<file path="config.mk">
export PLATFORM = sky130hd
export DESIGN_NAME = bcd_digit_serial_sub
export DESIGN_NICKNAME = d
export VERILOG_FILES = /design/src/rtl/bcd_pkg.sv /design/src/rtl/bcd_digit_sub.sv /design/src/rtl/bcd_digit_serial_sub.sv
export SDC_FILE = /design/constraint.sdc
export NUM_CORES = 1
export LEC_CHECK = 0
export CORE_UTILIZATION = 55
export CTS_BUF_LIST = sky130_fd_sc_hd__clkbuf_4 sky130_fd_sc_hd__clkbuf_8
export CTS_CLUSTER_SIZE = 16
export DETAILED_ROUTE_END_ITERATION = 16
export PLACE_DENSITY = 0.89
export SLEW_MARGIN = 10
export SYNTH_ARGS = -nofsm -noshare
export SYNTH_HDL_FRONTEND = slang
export SYNTH_HIERARCHICAL = 1
export SYNTH_SLANG_ARGS = --single-unit
</file>
<file path="constraint.sdc">
create_clock -name clk -period 3.7 [get_ports clk]
set_input_delay 0.74 -clock clk [delete_from_list [all_inputs] [get_ports clk]]
set_output_delay 0.74 -clock clk [all_outputs]
set_load 0.02 [all_outputs]
</file>
<file path="src/rtl/bcd_pkg.sv">
// Shared types and helpers for the serial BCD subtractor.
// Holds the FSM state enum, BCD digit limits and a digit validity check.
package bcd_pkg;

  typedef enum logic [1:0] {
    IDLE,
    SUB,
    FIX,
    DONE
  } state_t;

  localparam logic [3:0] BCD_TEN = 4'd10;
  localparam logic [3:0] BCD_MAX = 4'd9;

  function automatic logic is_bcd(input logic [3:0] digit);
    return digit <= BCD_MAX;
  endfunction

endpackage

</file>
<file path="src/rtl/bcd_digit_sub.sv">
// One-digit BCD subtractor: d = x - y - bin with decimal borrow.
// Ports: x, y (BCD digits), bin (borrow in) -> d (BCD digit), bout.
module bcd_digit_sub
  import bcd_pkg::*;
(
  input  logic [3:0] x,
  input  logic [3:0] y,
  input  logic       bin,
  output logic [3:0] d,
  output logic       bout
);

  logic [4:0] t;

  // t is a 5-bit two's-complement value; bit 4 set means negative.
  always_comb begin
    t    = {1'b0, x} - {1'b0, y} - {4'd0, bin};
    bout = t[4];
    d    = t[3:0];
    if (t[4]) d = t[3:0] + BCD_TEN;
  end

endmodule

</file>
<file path="src/rtl/bcd_digit_serial_sub.sv">
// Digit-serial packed-BCD subtractor, diff = a - b, LS digit first.
// Ports: clk, rst, start/ready handshake, a, b in; done, diff,
// borrow, neg, err out. Macro SIGN_MAG_EN adds a FIX pass
// that turns negative results into sign-magnitude form.
module bcd_digit_serial_sub
  import bcd_pkg::*;
#(
  parameter int DIGITS = 4
) (
  input  logic                clk,
  input  logic                rst,
  input  logic                start,
  input  logic [4*DIGITS-1:0] a,
  input  logic [4*DIGITS-1:0] b,
  output logic                ready,
  output logic                done,
  output logic [4*DIGITS-1:0] diff,
  output logic                borrow,
  output logic                neg,
  output logic                err
);

  localparam int W  = 4 * DIGITS;
  localparam int IW = (DIGITS > 1) ? $clog2(DIGITS) : 1;
  localparam logic [IW-1:0] LAST = IW'(DIGITS - 1);

  state_t state;
  state_t state_nx;

  logic [W-1:0]  a_sh;
  logic [W-1:0]  b_sh;
  logic [W-1:0]  r_sh;
  logic [W-1:0]  r_nx;
  logic [IW-1:0] idx;
  logic          brw;
  logic          err_l;
  logic          bad;
  logic          accept;
  logic          last;
  logic          busy;
  logic          fix_go;
  logic [3:0]    x;
  logic [3:0]    y;
  logic [3:0]    d;
  logic          bout;

  assign ready  = (state == IDLE) || (state == DONE);
  assign done   = (state == DONE);
  assign accept = start && ready;
  assign last   = (idx == LAST);
  assign busy   = (state == SUB) || (state == FIX);

  always_comb begin
    bad = 1'b0;
    for (int i = 0; i < DIGITS; i++) begin
      if (!is_bcd(a[4*i +: 4]) || !is_bcd(b[4*i +: 4])) bad = 1'b1;
    end
  end

  // FIX reuses the digit slice as 0 - r_i - brw on the raw result.
  always_comb begin
    x = a_sh[3:0];
    y = b_sh[3:0];
    if (state == FIX) begin
      x = 4'd0;
      y = r_sh[3:0];
    end
  end

  bcd_digit_sub u_dsub (
    .x    (x),
    .y    (y),
    .bin  (brw),
    .d    (d),
    .bout (bout)
  );

  // New digit enters at the top; after DIGITS steps it is in order.
  assign r_nx = (r_sh >> 4) | (W'(d) << (W - 4));

`ifdef SIGN_MAG_EN
  assign fix_go = bout && !err_l;
`else
  assign fix_go = 1'b0;
`endif

  always_ff @(posedge clk) begin
    if (rst) state <= IDLE;
    else     state <= state_nx;
  end

  always_comb begin
    state_nx = state;
    unique case (state)
      IDLE: if (start) state_nx = SUB;
      SUB:  if (last) state_nx = fix_go ? FIX : DONE;
      FIX:  if (last) state_nx = DONE;
      DONE: state_nx = start ? SUB : IDLE;
      default: state_nx = IDLE;
    endcase
  end

  always_ff @(posedge clk) begin
    if (rst) begin
      a_sh   <= '0;
      b_sh   <= '0;
      r_sh   <= '0;
      idx    <= '0;
      brw    <= 1'b0;
      err_l  <= 1'b0;
      diff   <= '0;
      borrow <= 1'b0;
      err    <= 1'b0;
    end else if (accept) begin
      a_sh  <= a;
      b_sh  <= b;
      r_sh  <= '0;
      idx   <= '0;
      brw   <= 1'b0;
      err_l <= bad;
    end else if (busy) begin
      a_sh <= a_sh >> 4;
      b_sh <= b_sh >> 4;
      r_sh <= r_nx;
      brw  <= bout;
      idx  <= idx + 1'b1;
      if (last) begin
        idx <= '0;
        if (state_nx == FIX) begin
          brw <= 1'b0;
        end else begin
          diff   <= err_l ? '0 : r_nx;
          borrow <= !err_l && ((state == FIX) || bout);
          err    <= err_l;
        end
      end
    end
  end

`ifdef SIGN_MAG_EN
  logic neg_q;

  always_ff @(posedge clk) begin
    if (rst) neg_q <= 1'b0;
    else if (busy && last && state_nx == DONE)
      neg_q <= (state == FIX);
  end

  assign neg = neg_q;
`else
  assign neg = 1'b0;
`endif

endmodule

</file>
==> impl_results.md <==
- Largest net degree at the start of global routing: between 50 and 60
- Die H: just under 80 µm
- R2R depth: 11
- # IOs: 56
- Vias in the first global route: roughly 2600
- Slew Limit Fails: 0
- Avg Inst Size Synth: around 9.4 µm²
- Worst setup endpoint: diff[14]
- Fin Setup TNS: 0 ns
- Post-layout power: roughly 1700 µW
- Placer Congestion: about 0.82
- Register area: 0.001441 mm²
- Max layer used: met4
- Core Region: around 0.0056 mm²
- Tmin final: about 3.3 ns
- Clock power frac: 0.334
- Yosys reg bits: 72
- # diodes: 0
- Met3 wire length: about 270 µm
- Least-Margin Pin Slew: roughly 0.71 ns
- Drt via density: between 5 and 6
- GR Overflow Total: 0
- Clock slew at reported path FFs: roughly 0.070 ns
- Clock Latency Late Sink: between 0.3 and 0.4 ns
- Initial DRC Count: between 100 and 150
- Nets: around 440
- Initial Utilization: 0.5826
- Worst setup EP type: flip-flop
- Worst r2r src: state[0]
- Synth Flop Type: dfxtp_1
- Max clock buf depth: 2
- Final-report hold violation count: 0
- Syn Inst Count: 351
- Clock Sinks: 72
- CP arrival: ~3.6 ns
- Total track usage: 0.2476
- TritonRoute pass-1 iters: 4
- Multi-input logic area: between 0.0015 and 0.002 mm²
- Comb pwr share: 0.174
- DR WL/cell: ~15 µm
- Met1 wire length: 3258 µm
- CTS H-tree lvls: 3
- Syn Std Cell Area: between 0.003 and 0.004 mm²
- Sw frac: 0.2681
- Met2 WL: between 3000 and 4000 µm
- Net Count, Synth: between 300 and 400
- Warnings, synthesis: 6
- First-pass GRT wire length: approximately 12000 µm
- RSZ-0062 raised after global routing: no
- RR Endpoint: diff[14]
- HPWL after detailed placement: around 4900 µm
- Hold buffers post-CTS: 0
- Die area: about 0.0063 mm²
- Switching pwr: around 450 µW
- Leak pwr: 0.001696 µW
- Beginning of the critical path: state[0]
- # resized after CTS: 0
- Relative slew slack: 0.5286
- Max FO, Critical Path: 9
- Initial antenna violation count: 0
- # port buffers: 54
- Internal: 1227 µW
- Pwr/cell area: approximately 420 mW/mm²
- TritonCTS clock tree: yes
- # Post-CTS Setup Buffers: 0
- Flop-to-flop setup slack: between 0.3 and 0.4 ns
- Share of cells above drive strength 1: 0.1025
- Unique masters post-synth: 39
- Crit Path Category: flip-flop to flip-flop
- Vias: between 2000 and 3000
- Asr flop ratio synth: 0
- CTS buffer count: 9
- F_max: ~300 MHz
- Post-route setup slack: between 0.3 and 0.4 ns
- Hold Crit Class: flip-flop to flip-flop
- ANT nets after route: 0
- Number of flops mapped to enable cells by yosys: 0
- Clk root buf: clkbuf_8
- Worst slack, placed: roughly 0.42 ns
- Reg power frac: 0.492
- Die Wd: between 70 and 80 µm
- Final WL: about 7100 µm
- Status: finished clean
- MaxCap Viol Count: 0
- Setup Skew: about 0.0064 ns
- Final period utilization: 0.8975
- Area growth from synthesis to final layout: 22.04%
- # DRC: 0
- # rows: 27
- Register area share after synthesis: 0.4385
- Startpoint types: flip-flop
- Max VDD drop: 0.0002678 V
- Final number of setup-violating endpoints: 0
- Filler cells: 405
- WP data required: 3.94 ns
[placed cells by master, fill, tap and decap left out, types with 5 or more instances in the layout]
cell type,instances
o21ai_0,13
ha_1,10
a32o_2,11
dfxtp_1,72
mux2i_1,49
clkbuf_8,11
nor2_1,79
nor2b_1,7
a32o_1,6
inv_1,13
nand2_1,5
clkdlybuf4s50_1,53
a21oi_1,26
[how the worst min path moves through the flow]
| stage | start | to | slack (ns) | cells after the start |
|---|---|---|---|---|
| after floorplan | a_sh[14] | a_sh[10] | 0.45 | 2 |
| after global placement | a_sh[12] | a_sh[8] | 0.47 | 2 |
| after detailed placement | a_sh[7] | a_sh[3] | 0.48 | 2 |
| after CTS | a_sh[7] | a_sh[3] | 0.49 | 2 |
| after global routing | diff[10] | diff[10] | 0.52 | 1 |
| final | a_sh[7] | a_sh[3] | 0.49 | 2 |
[per-layer routing]
| metal | up-vias | track usage |
|---|---|---|
| li1 | 1300 | - |
| met1 | 1271 | 0.3182 |
| met2 | 79 | 0.3931 |
| met3 | 20 | 0.05287 |
| met4 | 0 | 0.1200 |
| met5 | - | 0 |
[area by class of cell]
class	instances	area share
multi-input combinational	242	0.4211
tap	72	0.02246
inverter	13	0.01216
sequential	72	0.3593
timing repair buffer	58	0.1410
clock buffer	12	0.03961
clock inverter	3	0.004367
[sequential cells by signal (all words and copies together), names as in the netlist]
register	cells
a_sh	16
err_l	1
borrow	1
brw	1
state	2
idx	2
err	1
b_sh	16
diff	16
r_sh	16
[worst max-delay path, stage by stage, from the launching register on]
cell	delay [ns]
dfxtp_1	0.40
inv_1	0.09
ha_1	0.33
mux2_2	0.27
inv_1	0.05
fa_1	0.46
fa_1	0.41
nand2b_1	0.18
a211o_1	0.32
and2_4	0.18
mux2_4	0.30
a32o_1	0.21
[cells by family (layout without fill, tap and decap cells)]
kind of cell | count (synthesis) | in the layout | synth area share
compound gates | 66 | 66 | 0.1443
fa+ha+maj | 13 | 13 | 0.05405
other cells | 1 | 1 | 0.001141
xor+xnor | 5 | 5 | 0.01333
buf+inv | 37 | 86 | 0.04835
flops | 72 | 72 | 0.4385
simple gates | 103 | 103 | 0.1328
mux | 54 | 54 | 0.1675
[cell usage after synthesis, types with 3 or more instances]
master | number | area (µm²)
nor2_1 | 79 | 296.5
dfxtp_1 | 72 | 1441
mux2i_1 | 49 | 490.5
a21oi_1 | 26 | 130.1
inv_1 | 13 | 48.80
o21ai_0 | 13 | 65.06
a32o_2 | 11 | 123.9
ha_1 | 11 | 137.6
clkbuf_1 | 8 | 30.03
buf_1 | 7 | 26.28
buf_2 | 7 | 35.03
nor2b_1 | 7 | 43.79
a32o_1 | 6 | 60.06
nand2_1 | 5 | 18.77
mux2_2 | 4 | 45.04
a31oi_1 | 3 | 18.77
xnor2_1 | 3 | 26.28
[power by group through the flow]
| stage | sequential [µW] | combinational [µW] | clock [µW] |
|---|---|---|---|
| after detailed placement | 842 | 288 | 0 |
| after global placement | 841 | 276 | 0 |
| after CTS | 824 | 290 | 567 |
| final | 825 | 292 | 560 |
| after floorplan | 835 | 209 | 0 |
| after global routing | 827 | 322 | 605 |
[metrics by stage]
step,utilization,std cells,area [µm²],hold slack (ns)
finish,0.7110,472,4011,0.4912
global route,0.7110,472,4011,0.5195
CTS,0.7110,472,4011,0.4949
detailed placement,0.6798,457,3835,0.4766
global placement,0.6798,457,3835,0.4692
floorplan,-,351,3287,0.4537
Power figures use the tool's default switching activity.
